`src/rtl/systolic_array_arbiter.sv`:
```
// Round-robin arbiter/sequencer sharing one 8x8 systolic engine between
// two requesters: grants jobs, issues start, routes A/B/C streams.
module systolic_array_arbiter #(
    parameter int DATA_WIDTH = 8,
    parameter int ACC_WIDTH  = 32,
    parameter int TIMEOUT    = 4096
) (
    input  logic                         clk,
    input  logic                         rst,
    input  logic [1:0]                   req_start,
    output logic [1:0]                   req_ready,
    output logic [1:0]                   req_done,
    input  logic [1:0]                   req_a_valid,
    output logic [1:0]                   req_a_ready,
    input  logic signed [DATA_WIDTH-1:0] req_a_in [2][8],
    input  logic [1:0]                   req_b_valid,
    output logic [1:0]                   req_b_ready,
    input  logic signed [DATA_WIDTH-1:0] req_b_in [2][8],
    output logic [1:0]                   req_c_valid,
    input  logic [1:0]                   req_c_ready,
    output logic signed [ACC_WIDTH-1:0]  req_c_out [8],
    output logic                         eng_start,
    input  logic                         eng_ready,
    input  logic                         eng_done,
    output logic                         eng_a_valid,
    input  logic                         eng_a_ready,
    output logic signed [DATA_WIDTH-1:0] eng_a_in [8],
    output logic                         eng_b_valid,
    input  logic                         eng_b_ready,
    output logic signed [DATA_WIDTH-1:0] eng_b_in [8],
    input  logic                         eng_c_valid,
    output logic                         eng_c_ready,
    input  logic signed [ACC_WIDTH-1:0]  eng_c_out [8],
    output logic                         owner,
    output logic                         busy,
    output logic [1:0]                   err,
    output logic [15:0]                  jobs_done [2]
);

    localparam logic [1:0] IDLE  = 2'd0;
    localparam logic [1:0] ISSUE = 2'd1;
    localparam logic [1:0] RUN   = 2'd2;

    localparam int WDW = $clog2(TIMEOUT) + 1;
    localparam logic [WDW-1:0] WD_MAX = WDW'(TIMEOUT - 1);
    localparam logic [WDW-1:0] WD_SET = WDW'(TIMEOUT - 2);

    logic [1:0]     state;
    logic           last_grant;
    logic [WDW-1:0] wd;
    logic           cand;
    logic           grant_ok;
    logic           accept;
    logic           in_run;
    logic [1:0]     sel;

    // Tie goes to whoever was not served last
    assign cand     = req_start[1] & (~req_start[0] | ~last_grant);
    assign grant_ok = (state == IDLE) & (|req_start) & eng_ready;
    assign req_ready = grant_ok ? (cand ? 2'b10 : 2'b01) : 2'b00;
    assign accept   = |(req_ready & req_start);

    assign in_run = (state == RUN);
    assign sel    = owner ? 2'b10 : 2'b01;
    assign busy   = (state != IDLE);

    assign eng_a_valid = in_run & req_a_valid[owner];
    assign eng_b_valid = in_run & req_b_valid[owner];
    assign eng_a_in    = req_a_in[owner];
    assign eng_b_in    = req_b_in[owner];
    assign req_a_ready = (in_run & eng_a_ready) ? sel : 2'b00;
    assign req_b_ready = (in_run & eng_b_ready) ? sel : 2'b00;
    assign req_c_valid = (in_run & eng_c_valid) ? sel : 2'b00;
    assign eng_c_ready = in_run & req_c_ready[owner];
    assign req_c_out   = eng_c_out;
    assign req_done    = (in_run & eng_done) ? sel : 2'b00;

    always_ff @(posedge clk) begin
        if (!rst) begin
            state        <= IDLE;
            owner        <= 1'b0;
            last_grant   <= 1'b1;
            eng_start    <= 1'b0;
            err          <= 2'b00;
            wd           <= '0;
            jobs_done[0] <= '0;
            jobs_done[1] <= '0;
        end else begin
            eng_start <= 1'b0;
            unique case (state)
                IDLE: begin
                    if (accept) begin
                        owner     <= cand;
                        eng_start <= 1'b1;
                        state     <= ISSUE;
                    end
                end
                ISSUE: begin
                    wd    <= '0;
                    state <= RUN;
                end
                RUN: begin
                    if (eng_done) begin
                        jobs_done[owner] <= jobs_done[owner] + 16'd1;
                        last_grant       <= owner;
                        state            <= IDLE;
                    end else begin
                        // Counter saturates; error latches as it hits the limit
                        if (wd != WD_MAX) wd <= wd + WDW'(1);
                        if (wd >= WD_SET) err[owner] <= 1'b1;
                    end
                end
                default: state <= IDLE;
            endcase
        end
    end

endmodule

```
`config.mk`:
```
export PLATFORM = sky130hd
export DESIGN_NAME = systolic_array_arbiter
export DESIGN_NICKNAME = d
export VERILOG_FILES = /design/src/rtl/systolic_array_arbiter.sv
export SDC_FILE = /design/constraint.sdc
export NUM_CORES = 1
export LEC_CHECK = 0
export ABC_AREA = 1
export BUFFER_PORTS_ARGS = -buffer_cell sky130_fd_sc_hd__buf_2
export CORE_AREA = 2 2 379 381
export CTS_CLUSTER_DIAMETER = 120
export DETAILED_ROUTE_END_ITERATION = 8
export DIE_AREA = 0 0 381 383
export PLACE_DENSITY_LB_ADDON = 0.08
export SYNTH_ARGS = -nofsm -noshare
export SYNTH_HDL_FRONTEND = slang
export SYNTH_SLANG_ARGS = --single-unit
```
`constraint.sdc`:
```
create_clock -name clk -period 2.25 [get_ports clk]
set_clock_uncertainty 0.05 [all_clocks]
set_input_delay 0.675 -clock clk [delete_from_list [all_inputs] [get_ports clk]]
set_output_delay 0.675 -clock clk [all_outputs]
set_load 0.01 [all_outputs]
```
Word level (Yosys, flattened, before mapping)
Cells that the tools add are included.
{ "word_totals": {"reg_bits": 52, "latch_bits": 0, "ram_bits": 0, "romBits": 0, "out_inout_bits": 434, "wordCells": 86, "memories": 0} }
{ "op_classes": {"addsub": 2, "n_mul": 0, "div": 0, "magnitude_cmp": 5, "eq_ne": 7, "shifts": 0, "mux": 34, "n_bitwise": 17, "reduce_logical": 13} }
{ "op_table": {"columns": ["operator", "count"], "rows": [
  ["64-bit two-way mux", 6],
  ["16-bit two-way mux", 4],
  ["32-bit bitwise mux", 1],
  ["13-bit two-way mux", 2],
  ["13-bit one-hot mux with 2 select lines", 1],
  ["2-bit two-way mux", 9],
  ["16-bit by 1-bit adder with 16-bit output, second input constant", 1],
  ["16-bit demux with 1-bit select", 1],
  ["13-bit by 1-bit adder with 13-bit output, second input constant", 1],
  ["13-bit by 12-bit greater-or-equal comparator with 1-bit output, second input constant", 1],
  ["13-bit by 12-bit != test with 1-bit output, second input constant", 1],
  ["1-bit bitwise AND", 10],
  ["1-bit two-way mux", 8],
  ["2-bit AND reduction", 4],
  ["2-bit != test, second input constant", 3],
  ["2-bit one-hot mux with 3 select lines", 1],
  ["3-bit AND reduction", 2],
  ["2-bit nonzero test", 2],
  ["2-bit OR reduction", 2],
  ["1-bit inverter", 3],
  ["2-bit bitwise AND", 1],
  ["2-bit by 1-bit equality test with 1-bit output, second input constant", 1],
  ["2-bit equality test, second input constant", 1],
  ["2-bit greater-or-equal comparator, second input constant", 1],
  ["10 further kinds", 11]
]} }

Depth between registers and ports, before layout
{ "logic_depth": {"ltp_word": 9, "ltp_mapped": 13} }

Least setup slack after synthesis
No wires, ideal clock.
{ "synth_timing": {"path_type": "register -> output", "from": "register owner", "to": "output eng_b_in[13] (netlist name)", "t_arrival_ps": 1386, "required_time_ps": 1525, "path_slack_ps": 139, "path_stages_with_launch": 8, "path_buffers": 5, "cell_sequence": "dfxtp_1 -> buf_6 -> buf_4 -> buf_2 -> buf_2 -> buf_2 -> nand2_1 -> nand2_1"} }
{ "synth_lines": {"columns": ["element", "line", "text"], "rows": [
  ["from (decl)", "34", "output logic owner,"],
  ["from (signal assigned)", "93", "owner <= cand;"],
  ["to (decl)", "30", "output logic signed [DATA_WIDTH-1:0] eng_b_in [8],"]
]} }

==> out/metrics.cfg <==
[outcome]
status=complete, but fails checks
violations=setup timing

[synthesis]
synthArstFlopShare_pct=0
syn_area_per_cell_um2=5.72
synth-edff-count=0
yosysUniqueCellTypes=37
ys_seq_elements=52
syn_inst=1153
ys.flop_type=dfxtp_1
synth_area_um2=6600
yosysWarnings=0
synth-seq-area-share_pct=15.8
synth_fp_nets=1683

[routing]
ant_nets=0
dr.pass1.iters=4
wire_per_inst_um=15.3
drt-total-wl_um=50600
drc=0
drt_iter0_drc=211
viasPerCell=2.36
num_vias=7827

[cts]
cts.clk_slew.worst_paths_ps=80
cts_buffers=5
cts_tree=built
clockRootBuffer=clkbuf_16
clkSinkCount=52
clk_path_buf_depth=2
h-tree-depth=2
clk-insertion-delay-late_ps=330

[global_routing]
grtUsageTotal_pct=6.48
grt.busiest_layer=met2
use_met3_pct=4.08
grt_max_degree=38
grtUsageMet2_pct=10.9
gr-total-overflow=0
grt_use_met1_pct=6.36
grt_pass1_vias=8259
antenna_found_initial=5
grt_pass1_wl_um=66100

[placed_design]
gp_congestion=0.786
place_inst=3265
dpl-instance-area_um2=9680
dp_hpwl_um=40400
port-buffer-count=448

[power_and_ir_drop]
p_leak_nw=5.44
powerDensity_nw_per_um2=349
peakVddDrop_mv=0.252

[sta]
period_minus_slack_ps=2300
worst_slew_pin_slew_ps=386
hold_violations=0
setup_ws_ps=-50.0
slew_viol_final=0
max-slew-margin-rel_pct=74.2
timing.final.crit_share_pct=102
grt_setup_unrepaired=true
fmax_mhz=435
setup_violations=8

[setup_path]
crit_fanout=37
end_kind=output pin
required_ps=1520
cp.arrival_ps=1570
cp_slowest_cell=dfxtp_4
r2r_setup_slack_ps=120
crit_type=register to output pin
slowest_delay_ps=410
path_cells=inv_12, buf_16, nand2_1, nand2_1, buf_2
worst_setup_path_start_kind=register
critPathTopFamily=buffers and inverters
cp_num_cells=5
ff2ff_path_depth=13
path_buf_inv=3
cp_common_cell=nand2_1

[cells_and_area]
final_nets=1935
drive_gt1_share_pct=53.6
final_cells=3311
design_area_um2=11700
area_growth_pct=77.1

[floorplanning]
start_util_pct=4.64
die_area_um2=146000
rows=139
pin_count=961
die_w_um=381
die_height_um=383
core_um2=142000

[hold_path]
hp-class=register to register
whs_path_depth=2

[job]
drv_cap=0

[synth_stat cells, types with 5 or more instances]
| cell type | instances | area (um^2) |
|---|---|---|
| nor2_1 | 44 | 165 |
| dfxtp_1 | 52 | 1040 |
| buf_2 | 14 | 70.1 |
| xor2_1 | 6 | 52.6 |
| buf_6 | 5 | 56.3 |
| nand3_1 | 29 | 145 |
| nand2_1 | 530 | 1990 |
| nor2_2 | 7 | 43.8 |
| o21ai_0 | 19 | 95.1 |
| clkbuf_1 | 17 | 63.8 |
| nand2_2 | 14 | 87.6 |
| inv_1 | 73 | 274 |
| nand4_1 | 9 | 56.3 |
| o21ai_1 | 7 | 35.0 |
| a21oi_1 | 28 | 140 |
| nor3_1 | 8 | 40.0 |
| buf_4 | 259 | 1940 |
[through the flow]
| step | TNS [ps] | total power, mW | worst slack (ps) | hold slack [ps] | util, % |
|---|---|---|---|---|---|
| 5_1_grt | -7350 | 4.41 | -123 | 438 | 8.21 |
| 3_3_place_gp | -589 | 2.58 | -245 | 397 | 6.81 |
| 6_report | -170 | 4.08 | -50.0 | 405 | 8.22 |
| 4_1_cts | -4090 | 4.05 | -113 | 407 | 7.74 |
| 2_1_floorplan | 0 | 2.09 | 139 | 389 | - |
| 3_5_place_dp | -424 | 2.55 | -245 | 395 | 6.81 |
[placed cells by master, fill, tap and decap left out, types with 7 or more instances in the layout]
master	n
a21oi_1	24
buf_12	15
buf_16	11
buf_2	375
buf_4	50
buf_6	80
buf_8	9
clkbuf_16	9
dfxtp_1	50
inv_1	69
nand2_1	383
nand2_2	124
nand2_4	35
nand3_1	29
nand4_1	9
nor2_1	41
nor2_2	7
o21ai_0	19
[path summary, 6_finish.rpt]
path,startpoint,end
max,owner,eng_b_in[38]
min,err[1],err[1]
max reg2reg,owner,jobs_done[30]
min reg2reg,err[1],err[1]
[state kept, by name, indices dropped and copies added (netlist names)]
signal,count
last_grant,1
state,2
eng_start,1
owner,1
jobs_done,32
wd,13
err,2
[layer usage]
metal / part of all wire [%] / up-vias
met5: 0.024 / -
met4: 4.7 / 2
met3: 15 / 167
met2: 47 / 477
met1: 34 / 3425
li1: - / 3756
[cell families (layout without fill, tap and decap cells)]
kind of cell,Yosys count,in the layout,synth area share [%]
adder cells (fa/ha/maj),3,3,0.569
other,0,2,0
AO/OA/AOI/OAI,67,67,5.61
buffers and inverters,374,627,36.9
flip-flops,52,52,15.8
XOR/XNOR,8,8,1.06
AND/OR/NAND/NOR,649,649,40.1
[power by group]
part	switching, mW	internal, mW
logic	1.14	1.01
clock network	0.477	0.490
registers	0.0222	0.941
total	1.64	2.44
[repair_timing]
item,4_1_cts,5_1_grt
hold buffers,0,0
cloned,12,3
pin swaps,21,36
resized for setup,163,201
endpoints found under the setup margin,125,147
setup buffers,23,9
[tightest hold or removal path, stage by stage (launching register included)]
cell and delay [ps]:
dfxtp_1 320, inv_1 50, a21oi_1 50
[layout make-up]
type,instances,area [um^2]
Inverter,75,309
Timing Repair Buffer,544,4000
Sequential cell,52,1050
Multi-Input combinational cell,727,3790
Fill cell,16900,131000
Clock buffer,7,154
Clock inverter,1,8.76
Antenna cell,2,5.00
Tap cell,1903,2380
(Power assumes the default switching activity.)
